### config.mk
export PLATFORM = sky130hd
export DESIGN_NAME = avalon_st_reg_slice_flat
export DESIGN_NICKNAME = d
export VERILOG_FILES = /design/src/rtl/generic_func_pack.sv /design/src/rtl/avalon_st_if.sv /design/src/rtl/avalon_st_reg_slice.sv /design/src/flat_wrapper.sv
export SDC_FILE = /design/constraint.sdc
export NUM_CORES = 1
export LEC_CHECK = 0
export BUFFER_PORTS_ARGS = -buffer_cell sky130_fd_sc_hd__buf_4
export CORE_MARGIN = 2
export CORE_UTILIZATION = 55
export DETAILED_ROUTE_END_ITERATION = 10
export PLACE_DENSITY = 0.78
export SETUP_SLACK_MARGIN = 0.05
export SLEW_MARGIN = 20
export SYNTH_ARGS = -nofsm -noshare
export SYNTH_HDL_FRONTEND = slang
export SYNTH_SLANG_ARGS = --single-unit
### constraint.sdc
create_clock -name clk -period 21.1 [get_ports clk]
set_input_delay 0 -clock clk [delete_from_list [all_inputs] [get_ports clk]]
set_output_delay 0 -clock clk [all_outputs]
set_load 0.01 [all_outputs]
### src/rtl/generic_func_pack.sv
// Small elaboration-time helper functions shared by stream blocks.
package generic_func_pack;

  // Bits needed to index 'value' items; never less than 1 so a 1-byte bus still has a field.
  function automatic int unsigned log2up_func(input int unsigned value);
    int unsigned r;
    r = 1;
    for (int unsigned i = 1; i < 32; i++) begin
      if ((32'd1 << i) < value) r = i + 1;
    end
    return r;
  endfunction

endpackage

### src/rtl/avalon_st_if.sv
// Avalon-ST bundle: byte-wide data, empty count, valid/sop/eop forward, rdy backward.
interface avalon_st_if #(
  parameter int unsigned DATA_WIDTH_IN_BYTES = 16
);
  localparam int unsigned EMPTY_WIDTH = generic_func_pack::log2up_func(DATA_WIDTH_IN_BYTES);

  logic [8*DATA_WIDTH_IN_BYTES-1:0] data;
  logic [EMPTY_WIDTH-1:0]           empty;
  logic                             valid;
  logic                             sop;
  logic                             eop;
  logic                             rdy;

  modport master (output data, empty, valid, sop, eop, input rdy);
  modport slave  (input data, empty, valid, sop, eop, output rdy);
endinterface

### src/rtl/avalon_st_reg_slice.sv
// Two-entry skid buffer registering every Avalon-ST signal in both directions,
// with a passive packet-framing checker on the input side.
module avalon_st_reg_slice #(
  parameter int unsigned DATA_WIDTH_IN_BYTES = 16
) (
  input  logic        clk,
  input  logic        rst,
  avalon_st_if.slave  in_stream,
  avalon_st_if.master out_stream,
  output logic        framing_err
);
  localparam int unsigned DataW  = 8 * DATA_WIDTH_IN_BYTES;
  localparam int unsigned EmptyW = generic_func_pack::log2up_func(DATA_WIDTH_IN_BYTES);

  typedef struct packed {
    logic [DataW-1:0]  data;
    logic [EmptyW-1:0] empty;
    logic              sop;
    logic              eop;
  } beat_t;

  beat_t w_in_beat;
  beat_t r_out_beat;
  beat_t r_skid_beat;
  logic  r_out_valid;
  logic  r_skid_valid;
  logic  r_in_rdy;
  logic  r_in_pkt;
  logic  r_framing_err;
  logic  w_in_xfer;
  logic  w_out_free;
  logic  w_frame_bad;

  assign w_in_beat.data  = in_stream.data;
  assign w_in_beat.empty = in_stream.empty;
  assign w_in_beat.sop   = in_stream.sop;
  assign w_in_beat.eop   = in_stream.eop;

  assign w_in_xfer  = in_stream.valid & r_in_rdy;
  assign w_out_free = ~r_out_valid | out_stream.rdy;

  // Datapath: output register first, skid only when the output is stalled.
  always_ff @(posedge clk or posedge rst) begin
    if (rst) begin
      r_out_beat   <= '0;
      r_out_valid  <= 1'b0;
      r_skid_beat  <= '0;
      r_skid_valid <= 1'b0;
      r_in_rdy     <= 1'b1;
    end else if (w_out_free) begin
      if (r_skid_valid) begin
        // in_rdy is low here, so nothing new can arrive this edge.
        r_out_beat   <= r_skid_beat;
        r_out_valid  <= 1'b1;
        r_skid_valid <= 1'b0;
        r_in_rdy     <= 1'b1;
      end else begin
        r_out_valid <= w_in_xfer;
        if (w_in_xfer) r_out_beat <= w_in_beat;
      end
    end else if (w_in_xfer) begin
      r_skid_beat  <= w_in_beat;
      r_skid_valid <= 1'b1;
      r_in_rdy     <= 1'b0;
    end
  end

  assign w_frame_bad = (in_stream.sop & r_in_pkt)
                     | (~in_stream.sop & ~r_in_pkt)
                     | (~in_stream.eop & (in_stream.empty != '0));

  // Checker only observes; eop wins so a sop+eop beat leaves the flag clear.
  always_ff @(posedge clk or posedge rst) begin
    if (rst) begin
      r_in_pkt      <= 1'b0;
      r_framing_err <= 1'b0;
    end else begin
      r_framing_err <= w_in_xfer & w_frame_bad;
      if (w_in_xfer) begin
        if (in_stream.eop)      r_in_pkt <= 1'b0;
        else if (in_stream.sop) r_in_pkt <= 1'b1;
      end
    end
  end

  assign in_stream.rdy    = r_in_rdy;
  assign out_stream.valid = r_out_valid;
  assign out_stream.data  = r_out_beat.data;
  assign out_stream.empty = r_out_beat.empty;
  assign out_stream.sop   = r_out_beat.sop;
  assign out_stream.eop   = r_out_beat.eop;
  assign framing_err      = r_framing_err;

endmodule

### src/flat_wrapper.sv
// flat-port wrapper written by rule: the top's interface ports become plain ports
module avalon_st_reg_slice_flat 
#(
  parameter int unsigned DATA_WIDTH_IN_BYTES = 16
)
  (clk, rst, framing_err, in_stream_data, in_stream_empty, in_stream_valid, in_stream_sop, in_stream_eop, in_stream_rdy, out_stream_data, out_stream_empty, out_stream_valid, out_stream_sop, out_stream_eop, out_stream_rdy);
  avalon_st_if #(.DATA_WIDTH_IN_BYTES(DATA_WIDTH_IN_BYTES)) in_stream_i ();
  avalon_st_if #(.DATA_WIDTH_IN_BYTES(DATA_WIDTH_IN_BYTES)) out_stream_i ();
  input  logic clk;
  input  logic rst;
  output logic framing_err;
  input wire logic [$bits(in_stream_i.data)-1:0] in_stream_data;
  input wire logic [$bits(in_stream_i.empty)-1:0] in_stream_empty;
  input wire logic [$bits(in_stream_i.valid)-1:0] in_stream_valid;
  input wire logic [$bits(in_stream_i.sop)-1:0] in_stream_sop;
  input wire logic [$bits(in_stream_i.eop)-1:0] in_stream_eop;
  output wire logic [$bits(in_stream_i.rdy)-1:0] in_stream_rdy;
  output wire logic [$bits(out_stream_i.data)-1:0] out_stream_data;
  output wire logic [$bits(out_stream_i.empty)-1:0] out_stream_empty;
  output wire logic [$bits(out_stream_i.valid)-1:0] out_stream_valid;
  output wire logic [$bits(out_stream_i.sop)-1:0] out_stream_sop;
  output wire logic [$bits(out_stream_i.eop)-1:0] out_stream_eop;
  input wire logic [$bits(out_stream_i.rdy)-1:0] out_stream_rdy;
  assign in_stream_i.data = in_stream_data;
  assign in_stream_i.empty = in_stream_empty;
  assign in_stream_i.valid = in_stream_valid;
  assign in_stream_i.sop = in_stream_sop;
  assign in_stream_i.eop = in_stream_eop;
  assign in_stream_rdy = in_stream_i.rdy;
  assign out_stream_data = out_stream_i.data;
  assign out_stream_empty = out_stream_i.empty;
  assign out_stream_valid = out_stream_i.valid;
  assign out_stream_sop = out_stream_i.sop;
  assign out_stream_eop = out_stream_i.eop;
  assign out_stream_i.rdy = out_stream_rdy;
  avalon_st_reg_slice #(.DATA_WIDTH_IN_BYTES(DATA_WIDTH_IN_BYTES)) u_core (.clk(clk), .rst(rst), .in_stream(in_stream_i), .out_stream(out_stream_i), .framing_err(framing_err));
endmodule
==> results.cfg <==
[sta]
skew_ps = 16.1
hold_violations = 0
maxSlewHeadroom_pct = 27.0
slew_viol_final = 0
post-route-period-util_pct = 14.5
worstMarginPinSlew_ps = 1100
fmax_mhz = 328
min_period_ps = 3050
setup_violations = 0
rsz0062_at_grt = no
fin_ws_ps = 18050
setup_tns_ps = 0

[final_layout]
nNetsFinal = 1279
drive_above_1_share_pct = 63.1
layout-area-overhead-vs-synth_pct = 36.1
post-route-cell-area_um2 = 16800
antennaDiodeCount = 0
final_cells = 1442

[detailed_routing]
vias = 7580
wl_mm = 28.1
drtPass1Iterations = 4
viasPerCell = 5.26
drc = 0
drt_iter0_markers = 275
wl_per_cell_um = 19.5
drtAntennaViolNets = 0

[placed_design]
port_buffers = 274
place_ws_ps = 18030
dp_hpwl_mm = 16.2
place_congestion = 0.757
placed_cells = 1251
placed_area_um2 = 14400

[synth]
yosysSeqAreaShare_pct = 55.5
syn_area_um2 = 12300
synth_flop_cell = dfrtp_1
async_flop_share_pct = 100
ys_ff_latch = 273
syn-instance-count = 734
synthTopCellsByCount = 282 x mux2_2, 272 x dfrtp_1, 120 x mux2_4
synth_cell_types = 24
synth_area_leader_cell = dfrtp_1
synth_area_leaders = dfrtp_1 55%, mux2_2 26%, mux2_4 15%, buf_12 0.98%, buf_2 0.73%
yosysWarnings = 0
yosysMostFrequentCell = mux2_2
synth_edf_count = 0
syn_area_per_cell_um2 = 16.8
syn-num-nets = 872
synth_top_area_share_pct = 55.3

[clock_network]
clkSlewWorstSetupHoldPaths_ps = 60
clock_path_buffers = 3
cts.sinks = 273
h-tree-depth = 1
cts_buffers = 29
clk_latency_ps = 540
cts_tree = yes
clock_tree.root_cell = clkbuf_16

[global_route]
grtUsageTotal_pct = 23.7
grt_pass1_wl_mm = 45.8
antenna_found_initial = 0
grt_max_degree = 151
grt_pass1_vias = 8415
grt-ovfl-total = 0

[floorplanning]
core-area_um2 = 21900
ioPinCount = 275
die_w_um = 154
die-area_um2 = 23600
rows = 54
die_h_um = 154
initial_core_util_pct = 56.3

[hold_path]
hold_path_class = primary input to asynchronous set/reset pin

[setup_path]
cp.arrival_ps = 3470
worstSetupPathType = flip-flop to flip-flop
required_ps = 21510
endpoint_kind = flip-flop
reg2reg_depth = 4
crit_fanout = 62
cp-start-kind = flip-flop

[outcome]
status = finished, final reports clean

[pwr]
power.density_nw_per_um2 = 65.7
p_leak_uw = 0.00863
ir_worst_vdd_uv = 53.2

[run]
cap_violations = 0
per-stage QoR:
stage	total power (uW)	utilization, %	hold slack (ps)
after floorplan	553	-	51.2
after global placement	580	65.8	215
after detailed placement	581	65.8	218
after CTS	1110	76.6	215
after global routing	1140	76.6	236
final	1100	76.6	164
worst max-delay path, cell delays in order (launching register included):
cell and delay [ps]:
dfrtp_4 1000, a21oi_4 100, nor2_8 440, buf_4 840
mux2_2 440
path summary, 6_finish.rpt:
| kind | startpoint | to | slack [ps] |
|---|---|---|---|
| min in group clk | in_stream_data[67] | u_core.r_skid_beat[73]$_DFFE_PP0P_ | 250 |
| worst max register to register | u_core.r_skid_valid$_DFFE_PP0P_ | u_core.out_stream.data[40]$_DFFE_PP0P_ | 18050 |
| worst max-delay path | u_core.r_skid_valid$_DFFE_PP0P_ | u_core.out_stream.data[40]$_DFFE_PP0P_ | 18050 |
| worst min-delay path | rst | u_core.out_stream.data[16]$_DFFE_PP0P_ | 160 |
| max in group asynchronous | rst | u_core.out_stream.data[57]$_DFFE_PP0P_ | 19530 |
| worst min register to register | u_core.r_skid_beat[111]$_DFFE_PP0P_ | u_core.r_skid_beat[111]$_DFFE_PP0P_ | 500 |
area by class of cell:
class	count	area [um2]
Clock buffer	44	852
Inverter	1	11.3
Tap cell	280	350
Multi-Input combinational cell	417	5100
Clock inverter	8	100
Timing Repair Buffer	419	3510
Sequential cell	273	6840
Fill cell	1288	5130
report_power, final:
group	internal [uW]	leakage, uW	switching [uW]
Sequential	524	0.00381	0
Clock	302	0.000466	207
Combinational	43.2	0.00435	26.5
Total	869	0.00863	233
layout by cell type (no fill, tap or decap), types with 2 or more instances in the layout:
master and count:
buf_4 279, dlygate4sd3_1 139, bufinv_16 2, mux2_4 120, a21oi_1 2, inv_6 2
clkbuf_8 7, clkinv_2 3, clkbuf_16 29, dfrtp_1 271, a31oi_1 2, mux2_2 282
clkbuf_1 8
state kept, by name (all words and copies together), names as in the netlist:
register                 count
u_core.out_stream.empty      4
u_core.out_stream.valid      1
u_core.out_stream.eop        1
u_core.r_in_pkt              1
u_core.out_stream.data     128
u_core.r_skid_valid          1
u_core.in_stream.rdy         1
u_core.framing_err           1
u_core.r_skid_beat         134
u_core.out_stream.sop        1
timing repair:
item	CTS	global route
buffers inserted	0	0
hold buffers	139	0
hold endpoints to repair	395	0
resized for setup	0	0
cell families (layout without fill, tap and decap cells):
| family | Yosys count | after routing | synth area share [%] |
|---|---|---|---|
| muxes | 402 | 402 | 40.4 |
| DFF | 273 | 273 | 55.5 |
| buffers and inverters | 44 | 472 | 3.08 |
| and+or+nand+nor | 8 | 8 | 0.589 |
| AOI/OAI and AO/OA | 6 | 6 | 0.356 |
| xor gates and xnor gates | 1 | 1 | 0.0711 |
routing by layer:
metal	GRT usage (%)	up-vias	routed length, um
met5	0	-	0
met4	7.99	0	956
met3	5.69	62	1760
met2	38.9	225	13600
met1	31.3	3841	11800
li1	-	3452	-
Note: power is estimated with default switching activity, not from simulation.
